$ cat config.mk
export PLATFORM = sky130hd
export DESIGN_NAME = laby7_serial_subtractor
export DESIGN_NICKNAME = d
export VERILOG_FILES = /design/src/rtl/laby7_serial_subtractor.sv
export SDC_FILE = /design/constraint.sdc
export NUM_CORES = 1
export LEC_CHECK = 0
export CORE_ASPECT_RATIO = 1.4
export CORE_UTILIZATION = 45
export CTS_BUF_LIST = sky130_fd_sc_hd__clkbuf_4 sky130_fd_sc_hd__clkbuf_8 sky130_fd_sc_hd__clkbuf_16
export DETAILED_ROUTE_END_ITERATION = 10
export PLACE_DENSITY = 0.7
export SLEW_MARGIN = 20
export SYNTH_ARGS = -nofsm -noshare
export SYNTH_HDL_FRONTEND = slang
export SYNTH_SLANG_ARGS = --single-unit
$ cat constraint.sdc
create_clock -name clk -period 1.9 [get_ports clk]
set_input_delay 0.38 -clock clk [delete_from_list [all_inputs] [get_ports clk]]
set_output_delay 0.38 -clock clk [all_outputs]
set_load 0.03 [all_outputs]
$ cat src/rtl/laby7_serial_subtractor.sv
// ---------------------------------------------------------------------------
// laby7_serial_subtractor
//
// Bit-serial unsigned subtractor: computes a = y - b (mod 2^(W+1)) one bit
// per clock, LSB first, and reports the borrow out of the top bit on neg.
// Recovers an adder operand from its sum word and the other operand.
//
// Timeline for one operation (start sampled at edge 0):
//   edge 0        : IDLE -> RUN, operands latched
//   edges 1..W+1  : one result bit per edge; edge W+1 enters DONE and loads a/neg
//   edge W+2      : DONE -> IDLE; a new start is accepted on the edge after
//
// Ports
//   clk    in   sole clock, rising edge
//   rst    in   asynchronous active-high reset
//   start  in   begin a subtraction (sampled only in IDLE)
//   y      in   [W:0]   minuend
//   b      in   [W-1:0] subtrahend (zero-extended internally)
//   a      out  [W:0]   result, updated only on entry to DONE
//   neg    out  borrow out of bit W (y < b)
//   busy   out  high in RUN and DONE
//   done   out  one-cycle pulse while in DONE
// ---------------------------------------------------------------------------
module laby7_serial_subtractor #(
  parameter int W = 8
) (
  input  logic         clk,
  input  logic         rst,
  input  logic         start,
  input  logic [W:0]   y,
  input  logic [W-1:0] b,
  output logic [W:0]   a,
  output logic         neg,
  output logic         busy,
  output logic         done
);

  localparam int CW = $clog2(W + 2);
  localparam logic [CW-1:0] LAST_BIT = CW'(W);

  localparam logic [1:0] S_IDLE = 2'd0;
  localparam logic [1:0] S_RUN  = 2'd1;
  localparam logic [1:0] S_DONE = 2'd2;

  logic [1:0]    state_q, state_d;
  logic [W:0]    y_sr_q, y_sr_d;
  logic [W:0]    b_sr_q, b_sr_d;
  logic [W:0]    r_q, r_d;
  logic          br_q, br_d;
  logic [CW-1:0] cnt_q, cnt_d;
  logic [W:0]    a_q, a_d;
  logic          neg_q, neg_d;
  logic          done_q, done_d;

  // One full-subtractor slice on the current LSBs.
  logic yb, bb, diff_bit, br_next;
  assign yb       = y_sr_q[0];
  assign bb       = b_sr_q[0];
  assign diff_bit = yb ^ bb ^ br_q;
  assign br_next  = (~yb & bb) | (~(yb ^ bb) & br_q);

  // NOTE: combinational next-state logic uses blocking assignments and gives
  // every signal a default first, so no path leaves a latch behind.
  always_comb begin
    state_d = state_q;
    y_sr_d  = y_sr_q;
    b_sr_d  = b_sr_q;
    r_d     = r_q;
    br_d    = br_q;
    cnt_d   = cnt_q;
    a_d     = a_q;
    neg_d   = neg_q;
    done_d  = 1'b0;

    case (state_q)
      S_IDLE: begin
        if (start) begin
          y_sr_d  = y;
          b_sr_d  = {1'b0, b};
          br_d    = 1'b0;
          cnt_d   = '0;
          state_d = S_RUN;
        end
      end

      S_RUN: begin
        r_d    = {diff_bit, r_q[W:1]};
        y_sr_d = y_sr_q >> 1;
        b_sr_d = b_sr_q >> 1;
        br_d   = br_next;
        cnt_d  = cnt_q + CW'(1);
        if (cnt_q == LAST_BIT) begin
          // The final bit goes straight into a, so partial results in r_q
          // never reach the output.
          a_d     = {diff_bit, r_q[W:1]};
          neg_d   = br_next;
          done_d  = 1'b1;
          state_d = S_DONE;
        end
      end

      S_DONE: state_d = S_IDLE;

      default: state_d = S_IDLE;
    endcase
  end

  // NOTE: sequential state uses non-blocking assignments only; the datapath
  // registers are small flops (not a memory), so all of them are reset so an
  // aborted operation leaves nothing stale behind.
  always_ff @(posedge clk or posedge rst) begin
    if (rst) begin
      state_q <= S_IDLE;
      y_sr_q  <= '0;
      b_sr_q  <= '0;
      r_q     <= '0;
      br_q    <= 1'b0;
      cnt_q   <= '0;
      a_q     <= '0;
      neg_q   <= 1'b0;
      done_q  <= 1'b0;
    end else begin
      state_q <= state_d;
      y_sr_q  <= y_sr_d;
      b_sr_q  <= b_sr_d;
      r_q     <= r_d;
      br_q    <= br_d;
      cnt_q   <= cnt_d;
      a_q     <= a_d;
      neg_q   <= neg_d;
      done_q  <= done_d;
    end
  end

  assign a    = a_q;
  assign neg  = neg_q;
  assign done = done_q;
  assign busy = (state_q != S_IDLE);

endmodule
---- Word-level counts from Yosys, hierarchy flattened ----
Cells that the tools add are included.
storage, ports and cells
  register bits ........................... 45
  bits of input ports ..................... 20
  output and inout bits ................... 12
  word-level logic and storage cells ...... 40
operators by class
  add/subtract/negate cells ............... 1
  eq/ne operators ......................... 4
  mux-type cells .......................... 13
  bitwise logic cells ..................... 7
  reduce and logical (&&, ||, !) cells .... 6
operators with widths
  operator                                                                count
  9-bit one-hot mux with 2 select lines                                   2
  9-bit two-way mux                                                       2
  4-bit one-hot mux with 2 select lines                                   1
  2-bit AND reduction                                                     3
  4-bit by 1-bit adder with 4-bit output (second input constant)          1
  4-bit equality test (second input constant)                             1
  2-bit two-way mux                                                       2
  4-bit two-way mux                                                       1
  2-bit != test (second input constant)                                   2
  2-bit one-hot mux with 2 select lines                                   1
  2-bit nonzero test                                                      2
  1-bit two-way mux                                                       3
  1-bit bitwise AND                                                       2
  2-bit by 1-bit equality test with 1-bit output (second input constant)  1
  2-bit logical NOT                                                       1
  1-bit inverter                                                          2
  1-bit one-hot mux with 2 select lines                                   1
  1-bit bitwise XOR                                                       2
  1-bit OR                                                                1

---- Longest topological paths before layout ----
Gate-level depths: netlist of run 1.
  depth in word-level cells ............... 5
  mapped depth ............................ 6
  depth with buffers taken out ............ 5

---- Worst setup path after synthesis of run 1 ----
No wires, ideal clock.
  path kind ............................... flip-flop to flip-flop
  start ................................... reg state_q[0]
  end ..................................... reg a_q[0], in the netlist a[0]
  setup time .............................. 0.125 ns
  data arrival time ....................... 1.354 ns
  required time ........................... 1.775 ns
  path slack .............................. 0.421 ns
  stages on the path, launching flop included .. 7
  clock period less this slack ............ 1.479 ns
  cells stage by stage .................... dfrtp_1 -> buf_6 -> nor2b_4 -> buf_6 -> and4b_4 -> buf_8 -> mux2_4
on the way
  longest elaborated chain between the ends .. 2
ends and longest elaborated chain
  what                                            RTL line  RTL
  from (decl)                                     45        logic [1:0] state_q, state_d;
  from (signal assigned)                          123       state_q <= state_d;
  2-bit by 1-bit equality test with 1-bit output  75        case (state_q)
  2-bit AND reduction (no line)                   -
  to (signal assigned)                            119       a_q <= '0;
  to (signal assigned)                            129       a_q <= a_d;
  to (decl)                                       51        logic [W:0] a_q, a_d;
Every way passes these cells.
A chain may end at the register's enable or synchronous reset.

---- Worst setup path after layout of run 1 ----
  start ................................... reg state_q[0]
  end ..................................... out busy
on the way
  longest elaborated chain between the ends .. 1
ends and longest elaborated chain
  what                RTL line  RTL
  2-bit nonzero test  138       assign busy = (state_q != S_IDLE);
  to (decl)           34        output logic busy,
Every way passes these cells.

==> results.md, run 1 <==
GRT:
- For this run the aggregate overflow at the end of global routing stands at 0.
- The all-layer global routing usage is 0.169.
- The number of global-route vias before repair is 1316.
- The number of antenna violations at the first check in global routing is 0.
- The first global-routing pass estimated 5.82 mm of wire.
- The largest net degree at the start of global routing is 44.

Clocking:
- TritonCTS built the clock tree.
- The later-pin clock latency in the skew report is about 280 ps.
- The tree is rooted in a clkbuf_8.
- The H-tree was split into 2 levels.
- The TritonCTS sink count is 43.
- The TritonCTS buffer count is 5.
- For this design, the CTS-stage hold fixing added 0 buffers.
- The clock passes through at most 2 buffers.
- The clock slew at the register clock pins of the worst setup and hold paths is 70 ps.
- The number of setup buffers added after CTS is 0.

Pwr:
- Cell internal power was estimated by the tool at 2230 uW.
- The total power divided by cell area is 1560 nW/um^2.
- For this design the total switching power over the nets is 1310 uW.
- Of the total power, the share spent switching nets is 0.370.
- The leakage power is 0.00111 uW.
- The share of total power dissipated in combinational logic is 0.406.
- The part of the power in registers is 0.443.
- IR analysis of the VDD net gives a maximum drop of ~940 uV.
- The clock share of power is 0.151.

Synth:
- The number of warnings printed during yosys synthesis is 0.
- After synthesis the netlist holds a flip-flop and latch count of 43.
- The flip-flop cell with the highest count after synthesis is dfrtp_1.
- The share of the Yosys chip area taken by registers is 0.584.
- Among all cell types in the netlist, the one instantiated most often is nand2_1.
- Synthesis produced a netlist with a net count of 191.
- The mean instance size in the synthesized netlist is approximately 11 um^2.
- Synthesis instantiated 27 different standard cells from the library.
- The synthesized instance count is 168.
- After synthesis, the share of flip-flops with an asynchronous set or reset is 1.00.
- The area of the mapped netlist is 1840 um^2.
- The synthesized design contains 0 enable-type register cells.
- The fraction of post-synthesis cell area in the top cell type by area is 0.584.
- After synthesis, the cell types taking the most area are dfrtp_1 58%, nand2_1 12%, mux2_4 6.5%.
- The biggest area contributor in the post-synthesis netlist is dfrtp_1.
- By count the netlist is led by 61 x nand2_1, 43 x dfrtp_1, 15 x a22oi_1, 8 x mux2_4, 6 x inv_1.

STA:
- The number of max-slew violations in the final report came to 0.
- The number of hold-slack violations in the final timing report is 0.
- The max-slew headroom at the worst pin is 0.570.
- The final worst clock skew is slightly below 5 ps.
- Setup repair after global routing left no endpoint under its margin.
- The final worst slack is approximately 93 ps.
- The maximum clock frequency is 553 MHz.
- The final period demand of the worst path is 1810 ps.
- Summed over all failing endpoints, the final setup total negative slack is 0 ps.
- The final cycle utilization of the critical path is 0.951.
- The actual slew at the worst max-slew pin is 644 ps.
- Setup violations remaining at the end of the flow were counted as 0.

Finish:
- The core utilization of the finished layout is 0.578.
- After the last flow step, the layout net total stands at 225.
- The final cell area excluding filler cells is 2270 um^2.
- The repair_antennas step left the layout with diodes totalling 0.
- The area overhead of the layout relative to synthesis is 22.9%.
- The share of layout cells above drive strength 1 is 0.124.

Setup path:
- The reg-to-reg critical path endpoint is a[7].
- The critical path in this run is classified as flip-flop to output port.
- The startpoint identified for the worst register-to-register timing path is state_q[0].
- The data required time at the worst endpoint is 1520 ps.
- The arrival time of the worst setup path is between 1000 and 1500 ps.
- The worst-path cell with the longest stage delay is dfrtp_1.
- Measured in cells, the most critical reg-to-reg path has a length of 3.
- Along the worst path, the maximum fanout reaches 8.
- The flop-to-flop setup slack is 310 ps.
- In this run the worst setup path begins at state_q[0].
- The peak per-stage delay on the critical path is 480 ps.
- The signal on the critical path passes through or2_2 -> dlygate4sd2_1.
- STA classifies the critical path endpoint as an output port.
- Following the worst setup path forward leads to its endpoint at busy.
- The category of the worst setup path launch point is a flip-flop.

Detailed routing:
- The total wirelength of the detailed-routed design is 3.28 mm.
- The via-per-instance ratio is 5.36.
- The number of DRC markers after the initial detailed-route iteration is 29.
- In the routed design, unresolved DRC markers number 0.
- The detailed-routing iteration count for the pre-antenna-repair pass is 4.
- For this block, the via count after detailed routing is 1307.
- The remaining number of nets flagged by the antenna check after routing is 0.
- Dividing the detail-routed wire length by the instance count gives 13.4 um.

Floorplanning:
- For this configuration, the core starts out at a cell density of 0.470.
- In this run the vertical extent of the chip is 77.7 um.
- After floorplanning, the core was sized to cover 3920 um^2.
- The site row count is 27.
- During I/O placement, the number of pins put on the boundary was 32.
- The overall die area is 4360 um^2.
- The horizontal die dimension is approximately 56 um.

Place:
- Before CTS, the worst setup slack after placement is -124 ps.
- At the end of routability-driven placement, the weighted congestion stood at just under 0.7.
- Buffers placed on the I/O ports in this run total 31.
- Summed over all nets, the half-perimeter wirelength after detailed placement is 2.21 mm.
- Summing all placed instances gives a cell area of 2190 um^2.

Min path:
- The worst hold path begins at b_sr_q[0].
- The type of the most critical hold path is flip-flop to flip-flop.

Status:
- The run finished with clean final reports.

Flow run:
- The count of maximum capacitance violations is 0.
## layout by cell type, fill, tap and decap left out
cell type        Yosys  layout
a22oi_1             15      15
mux2_4               8       8
mux2i_1              2       2
clkbuf_4             0       1
nand4_1              1       1
inv_1                6       6
o21ai_0              5       5
mux2_2               1       1
o31ai_1              1       1
o22ai_1              1       1
nor3b_2              0       1
dfrtp_1             43      43
ha_1                 2       2
nand2b_1             2       2
nand4b_1             1       1
fa_1                 1       1
buf_4                0       5
and4b_4              1       1
or2_2                1       1
o21bai_2             0       1
nand2_1             61      61
clkbuf_8             0       5
nor2b_4              1       1
nor2_1               1       1
dlygate4sd2_1        0       1
clkdlybuf4s50_1      0      30
and4b_1              1       1
nand3b_1             2       2
## metal layers
metal  part of all wire  wire length [um]  track usage  up-vias
met5                  0                 0            0        -
met4              0.011                36       0.0659        0
met3              0.034               110       0.0417        4
met2               0.52              1700        0.288       28
met1               0.43              1420        0.206      652
li1                   -                 -            -      623
## kinds of logic after synthesis
group,after synthesis,synth area share
DFF,43,0.584
buffers and inverters,15,0.0462
and+or+nand+nor,73,0.177
adders and majority gates,3,0.0244
AOI/OAI and AO/OA,23,0.0862
muxes,11,0.0821
## power groups by stage
stage / clock, uW / sequential (uW) / combinational [uW]
4_1_cts: 546 / 1560 / 1450
5_1_grt: 579 / 1620 / 1580
3_5_place_dp: 0 / 1580 / 1450
3_3_place_gp: 0 / 1550 / 1400
2_1_floorplan: 0 / 1710 / 865
6_report: 533 / 1570 / 1430
## through the flow
step | std cells | power [uW] | hold slack, ps
3_5_place_dp | 238 | 3030 | 468
3_3_place_gp | 238 | 2950 | 460
6_report | 244 | 3530 | 485
4_1_cts | 244 | 3560 | 488
2_1_floorplan | 168 | 2570 | 446
5_1_grt | 244 | 3780 | 498
## critical path, delay by kind of cell, from the launching register on
kind | cells | cell delay (ps)
buffers and inverters | 1 | 350
AND/OR/NAND/NOR | 1 | 310
flip-flops | 1 | 480
## repair_timing
action	CTS	global route
endpoints found under the hold margin	0	0
gates resized for setup	1	0
setup endpoints to repair	1	0
## flip-flops by register name (all words and copies together) (netlist names)
| name | flops |
|---|---|
| cnt_q | 4 |
| state_q | 2 |
| b_sr_q | 8 |
| y_sr_q | 9 |
| r_q | 8 |
| done | 1 |
| neg | 1 |
| a | 9 |
| br_q | 1 |
## layout make-up
class | instances | area (um^2)
clock buffer | 6 | 76.3
fill | 346 | 1650
inverter | 6 | 22.5
multi-input combinational | 110 | 691
sequential | 43 | 1080
tap | 43 | 53.8
timing repair buffer | 36 | 347
## worst min path at each step
stage	slack, ps	cells past startpoint	to
after global routing	500	2	y_sr_q[1]
final	480	2	b_sr_q[0]
after global placement	460	2	r_q[1]
after CTS	490	2	y_sr_q[7]
after detailed placement	470	2	y_sr_q[7]
after floorplan	450	2	b_sr_q[0]
Note: power is estimated with default switching activity, not from simulation.
==> inputs of run 2 (changes only) <==
Settings changed: CORE_MARGIN from default to 1, CORE_UTILIZATION 45 to 52, PLACE_DENSITY 0.7 to 0.79.
==> run 2 against run 1 <==
Net effect: total power rose by 5.9%; clock-buffer cell count fell by 1; sequential share of layout area fell by 0.67 points; register-to-register slack barely moved; worst hold slack improved by 1.6 ps; combinational power barely moved; clock skew rose by 2.6 ps; critical path type unchanged; largest cell class unchanged; largest power group unchanged.
==> results.md, run 2 (synthesized netlist as in run 1, its figures left out) <==
Setup path:
- Worst path cell trace: or2_2 -> dlygate4sd2_1 (unchanged).
- The element type at the critical path end is an output port (unchanged).
- The worst reg2reg path startpoint is state_q[0] (unchanged).
- The worst-path cell with the longest stage delay is dfrtp_1 (unchanged).
- The arrival time of the worst setup path came to 1360 ps (was 1430 ps).
- The kind of cell with the highest combined delay on the critical path is flip-flops (unchanged).
- The flop-to-flop setup slack is 310 ps (about the same).
- The number of buffers and inverters on the critical path is 1 (unchanged).
- The data required time at the worst endpoint is 1520 ps (about the same).
- The peak per-stage delay on the critical path is 430 ps (was 480 ps).
- The worst reg-to-reg path cell count is 4 (was 3).
- The kind of critical path was flip-flop to output port (unchanged).
- The category of the worst setup path launch point is a flip-flop (unchanged).
- The highest fanout seen on the critical path came to 5 (was 8).
- The reg-to-reg critical path endpoint is a[7] (unchanged).

Pwr:
- The total internal power is 2370 uW (was 2230 uW).
- The maximum vdd drop is 952 uV (was 937 uV).
- The part of the power in registers is 0.418 (was 0.443).
- The switching fraction of total power was 0.367 (was 0.370).
- The share of power burned in combinational logic is 0.391 (was 0.406).
- The clock share of power is 0.191 (was 0.151).
- The switching power is 1370 uW (was 1310 uW).
- The leakage power came to 0.00112 uW (was 0.00111 uW).
- The total power divided by cell area came to 1630 nW/um^2 (was 1560 nW/um^2).
- The total power draw is 3740 uW (was 3530 uW).

STA:
- Setup repair after global routing missed its margin: false (unchanged).
- The max-slew headroom at the worst pin is 0.580 (was 0.570).
- The final cycle utilization of the critical path was 0.917 (was 0.951).
- The actual slew at the worst max-slew pin came to 629 ps (was 644 ps).
- The number of hold-slack violations in the final timing report was 0 (unchanged).
- The final worst clock skew was 7.47 ps (was 4.85 ps).
- The setup TNS after final layout is 0 ps (unchanged).
- The final number of setup-violating endpoints was 0 (unchanged).
- The maximum clock frequency was 574 MHz (was 553 MHz).
- The final period demand of the worst path was 1740 ps (was 1810 ps).
- The number of max-slew violations in the final report came to 0 (unchanged).

Clocking:
- The clock slew at the register clock pins of the worst setup and hold paths was 90 ps (was 70 ps).
- The post-cts gate resize count came to 1 (unchanged).
- The number of levels the H-tree was split into is 2 (unchanged).
- The clock tree root driver cell is clkbuf_8 (unchanged).
- The TritonCTS clock tree is built (unchanged).
- The later-pin clock latency in the skew report is 300 ps (was 280 ps).
- The TritonCTS sink count came to 43 (unchanged).
- The clock tree buffer depth was 2 (unchanged).
- The TritonCTS buffer count is 5 (unchanged).
- The post-CTS repair timing setup buffer count is 0 (unchanged).
- The hold buffer count at cts is 0 (unchanged).

Finish:
- The fill cell total of the finished layout came to 272 (was 346).
- The core utilization of the finished layout came to 0.680 (was 0.578).
- Most used cells in the layout excluding fill and tap cells: 61 x nand2_1, 43 x dfrtp_1, 30 x clkdlybuf4s50_1 (unchanged).
- The multi-input logic area is 691 um^2 (unchanged).
- The area overhead of the layout relative to synthesis was 24.7% (was 22.9%).
- The final layout net count is 225 (unchanged).
- The area used by sequential logic in the layout is 1080 um^2 (unchanged).
- The most common cell after layout, fill and taps aside is nand2_1 (unchanged).
- The count of inserted antenna diode cells is 0 (unchanged).
- The share of layout cells above drive strength 1 was 0.133 (was 0.124).
- The final cell area excluding filler cells was 2300 um^2 (was 2270 um^2).

Min path:
- The end point of the most critical hold path is b_sr_q[6] (was b_sr_q[0]).
- The type of the most critical hold path is flip-flop to flip-flop (unchanged).
- The cell count of the worst hold path was 2 (unchanged).
- The worst hold path startpoint is b_sr_q[6] (was b_sr_q[0]).

Detailed routing:
- The detailed-routing iteration count for the pre-antenna-repair pass is 4 (unchanged).
- The via-per-instance ratio is 5.45 (was 5.36).
- The via count is 1324 (was 1307).
- The final routed wire length divided by cell count was 14.4 um (was 13.4 um).
- The number of DRC markers after the initial detailed-route iteration was 32 (was 29).
- The total wirelength of the detailed-routed design was 3.50 mm (was 3.28 mm).
- The DRC violation count after routing came to 0 (unchanged).
- The remaining number of nets flagged by the antenna check after routing was 0 (unchanged).

Floorplanning:
- The overall die area was 3790 um^2 (was 4360 um^2).
- The initial core utilization is 0.546 (was 0.470).
- The floorplan core area was 3380 um^2 (was 3920 um^2).
- The die height was 72.4 um (was 77.7 um).
- The site row count was 25 (was 27).
- The count of pins on the block boundary is 32 (unchanged).
- The horizontal die dimension is 52.3 um (was 56.1 um).

Place:
- The count of port buffers added during placement was 31 (unchanged).
- The standard cell area after detailed placement is 2180 um^2 (was 2190 um^2).
- The final RePlAce weighted congestion is 0.693 (was 0.682).
- The total half-perimeter wirelength after legalization and detailed placement came to 2.43 mm (was 2.21 mm).

Status:
- Run status: completed (unchanged).

GRT:
- The number of global-route vias before repair is 1299 (was 1316).
- The total grt overflow was 0 (unchanged).
- The largest net degree at the start of global routing was 44 (unchanged).
- The number of antenna violations at the first check in global routing came to 0 (unchanged).
- The wire length of the first global-routing pass came to 5.78 mm (was 5.82 mm).
- The all-layer global routing usage was 0.211 (was 0.169).

Flow run:
- The count of maximum capacitance violations is 0 (unchanged).
[run 2: changes by cell type in the layout (fill, tap and decap cells not counted), sizes merged]
cell / change
clkbuf: -1
bufinv: +1
clkinv: +2
[run 2: per-layer routing]
layer  part of all wire  GRT usage  vias to the layer above
li1                   -          -                      621
met2               0.52      0.349                       43
met4              0.028      0.135                        0
met3              0.039     0.0398                        9
met1               0.41      0.245                      651
met5                  0          0                        -
[run 2: metrics by stage]
step | std cells | hold WS, ps | worst slack [ps]
final | 243 | 486 | 157
after detailed placement | 235 | 469 | -81.1
after CTS | 243 | 489 | 158
after global routing | 243 | 518 | 103
after global placement | 235 | 459 | -40.5
after floorplan | 168 | 446 | 421
[run 2: worst reg2reg max path: cells and delay by family, from the launching register on]
| kind | cells | cell delay [ps] |
|---|---|---|
| multiplexers | 1 | 370 |
| AND/OR/NAND/NOR | 2 | 530 |
| flip-flops | 1 | 430 |
| buffers and inverters | 1 | 160 |
[run 2: layout make-up]
type | instances | area share
clock inverter | 3 | 0.0191
timing repair buffer | 36 | 0.151
sequential | 43 | 0.468
multi-input combinational | 110 | 0.300
inverter | 6 | 0.00980
clock buffer | 5 | 0.0299
tap | 40 | 0.0218
[run 2: power by group through the flow]
stage                     Combinational, uW  Clock (uW)  Sequential, uW
after CTS                              1480         718            1570
after detailed placement               1480           0            1580
after global placement                 1400           0            1540
final                                  1460         713            1560
after global routing                   1620         759            1610
after floorplan                         865           0            1710
[run 2: worst max path at each step]
stage,startpoint,to,depth (start not counted)
floorplan,state_q[0],a[0],6
global placement,start,b_sr_q[6],4
detailed placement,start,b_sr_q[0],4
CTS,state_q[0],busy,2
global route,state_q[0],busy,2
finish,state_q[0],busy,2
==> inputs of run 3 (changes only) <==
Settings changed: SETUP_SLACK_MARGIN from default to 0.2.
==> run 3 against run 2 <==
Net effect: critical path depth is 1 lower; global-route usage hardly changed; total power is 2.0% lower; clock-buffer cell count stayed put; clock skew hardly changed; flip-flop and latch count stayed put; register-to-register slack hardly changed; sequential share of layout area is 0.33 points higher; wire length hardly changed; die area stayed put; first-iteration DRC count is 6.3% higher; critical path type unchanged; largest power group unchanged.
==> results.md, run 3 (synthesized netlist as in run 1, its figures left out) <==
Status:
- Run status: completed (unchanged).

STA:
- The setup TNS after final layout was 0 ps (unchanged).
- The number of max-slew violations in the final report came to 0 (unchanged).
- The number of hold-slack violations in the final timing report is 0 (unchanged).
- The actual slew at the worst max-slew pin came to 630 ps (was 629 ps).
- The final period demand of the worst path is 1660 ps (was 1740 ps).
- The max-slew headroom at the worst pin was 0.580 (about the same).
- The final number of setup-violating endpoints is 0 (unchanged).
- The final worst clock skew is 7.69 ps (was 7.47 ps).
- The final cycle utilization of the critical path was 0.873 (was 0.917).
- Setup repair after global routing missed its margin: false (unchanged).
- The maximum clock frequency was 603 MHz (was 574 MHz).

Detailed routing:
- The total wirelength of the detailed-routed design is 3.50 mm (about the same).
- The remaining number of nets flagged by the antenna check after routing is 0 (unchanged).
- The DRC violation count after routing is 0 (unchanged).
- The number of DRC markers after the initial detailed-route iteration came to 34 (was 32).
- The via count came to 1324 (unchanged).
- The detailed-routing iteration count for the pre-antenna-repair pass was 4 (unchanged).
- The via-per-instance ratio came to 5.45 (unchanged).
- The final routed wire length divided by cell count is 14.4 um (about the same).

Setup path:
- The data required time at the worst endpoint is 1520 ps (about the same).
- The arrival time of the worst setup path is 1280 ps (was 1360 ps).
- The element type at the critical path end is an output port (unchanged).
- The kind of critical path is flip-flop to output port (unchanged).
- The highest fanout seen on the critical path was 1 (was 5).
- Worst path cell trace: clkdlybuf4s50_1 (was or2_2 -> dlygate4sd2_1).
- The peak per-stage delay on the critical path is 660 ps (was 430 ps).
- The kind of cell with the highest combined delay on the critical path is buffers and inverters (was flip-flops).
- The number of buffers and inverters on the critical path is 1 (unchanged).
- The category of the worst setup path launch point is a flip-flop (unchanged).
- The worst-path cell with the longest stage delay is clkdlybuf4s50_1 (was dfrtp_1).

Place:
- The final RePlAce weighted congestion is 0.693 (unchanged).
- The total half-perimeter wirelength after legalization and detailed placement is 2.43 mm (unchanged).
- The count of port buffers added during placement is 31 (unchanged).
- The instance count after placement with tap cells included is 235 (unchanged).

Floorplanning:
- The overall die area is 3790 um^2 (unchanged).
- The site row count came to 25 (unchanged).
- The horizontal die dimension is 52.3 um (unchanged).
- The count of pins on the block boundary is 32 (unchanged).
- The floorplan core area came to 3380 um^2 (unchanged).
- The initial core utilization came to 0.546 (unchanged).
- The die height is 72.4 um (unchanged).

Clocking:
- The later-pin clock latency in the skew report was 300 ps (about the same).
- The clock tree root driver cell is clkbuf_8 (unchanged).
- The clock tree buffer depth is 2 (unchanged).
- The TritonCTS buffer count is 5 (unchanged).
- The hold buffer count at cts is 0 (unchanged).
- The TritonCTS clock tree is built (unchanged).
- The clock slew at the register clock pins of the worst setup and hold paths is 90 ps (about the same).
- The post-CTS repair timing setup buffer count is 0 (unchanged).
- The TritonCTS sink count is 43 (unchanged).
- The number of levels the H-tree was split into was 2 (unchanged).

GRT:
- The largest net degree at the start of global routing is 44 (unchanged).
- The all-layer global routing usage is 0.211 (about the same).
- The number of global-route vias before repair is 1293 (was 1299).
- The total grt overflow is 0 (unchanged).
- The wire length of the first global-routing pass came to 5.76 mm (was 5.78 mm).
- The number of antenna violations at the first check in global routing was 0 (unchanged).

Finish:
- The final layout net count was 225 (unchanged).
- Most used cells in the layout excluding fill and tap cells: 61 x nand2_1, 43 x dfrtp_1, 20 x clkdlybuf4s50_1 (was 61 x nand2_1, 43 x dfrtp_1, 30 x clkdlybuf4s50_1).
- The share of layout cells above drive strength 1 is 0.138 (was 0.133).
- The fill cell total of the finished layout is 277 (was 272).
- The final cell count without fillers was 243 (unchanged).
- The core utilization of the finished layout was 0.676 (was 0.680).
- The count of inserted antenna diode cells is 0 (unchanged).
- The area overhead of the layout relative to synthesis came to 23.8% (was 24.7%).
- The most common cell after layout, fill and taps aside is nand2_1 (unchanged).

Pwr:
- The maximum vdd drop is 943 uV (was 952 uV).
- The total power divided by cell area was 1610 nW/um^2 (was 1630 nW/um^2).
- The leakage power is 0.00115 uW (was 0.00112 uW).

Flow run:
- The count of maximum capacitance violations is 0 (unchanged).

Min path:
- The type of the most critical hold path is flip-flop to flip-flop (unchanged).
[run 3: cell types whose count changed in the layout (fill, tap and decap cells not counted)]
cell,change
clkbuf_2,+1
clkdlybuf4s50_1,-10
dlygate4sd2_1,+9
[run 3: through the flow]
step                hold slack [ps]  total power [uW]  instance area [um^2]  setup slack (ps)
CTS                             489              3690                  2280               169
finish                          486              3670                  2280               242
global route                    518              3920                  2280               205
floorplan                       446              2570                  1840               421
detailed placement              469              3060                  2180             -81.1
global placement                459              2950                  2180             -40.5
[run 3: cell type report]
cell class	count	area, um^2	share of cell area
Multi-Input combinational cell	110	691	0.303
Clock inverter	3	43.8	0.0192
Timing Repair Buffer	36	330	0.145
Inverter	6	22.5	0.00987
Tap cell	40	50.0	0.0219
Sequential cell	43	1080	0.471
Clock buffer	5	68.8	0.0302
[run 3: path summary, 6_finish.rpt]
check / to / slack (ps) / depth (start not counted) / from
min in group asynchronous: neg / 530 / 3 / rst
hold reg to reg: b_sr_q[6] / 490 / 2 / b_sr_q[6]
setup / recovery: done / 240 / 1 / done
hold / removal: b_sr_q[6] / 490 / 2 / b_sr_q[6]
max in group asynchronous: y_sr_q[4] / 990 / 3 / rst
setup reg to reg: a[7] / 310 / 4 / state_q[0]
[run 3: power breakdown]
group          leakage, uW  internal (uW)  switching (uW)
registers         0.000552           1300             255
clock network    0.0000581            391             322
logic             0.000542            602             792
total              0.00115           2300            1370
[run 3: layer usage]
metal	routed length [um]	vias up	track usage	part of all wire
met1	1430	650	0.245	0.41
li1	-	622	-	-
met5	0	-	0	0
met3	138	9	0.0398	0.039
met2	1830	43	0.347	0.52
met4	97	0	0.135	0.028
[run 3: what timing repair did]
item	4_1_cts	5_1_grt
endpoints found under the setup margin	11	1
pin swaps	0	0
gates resized for setup	12	1
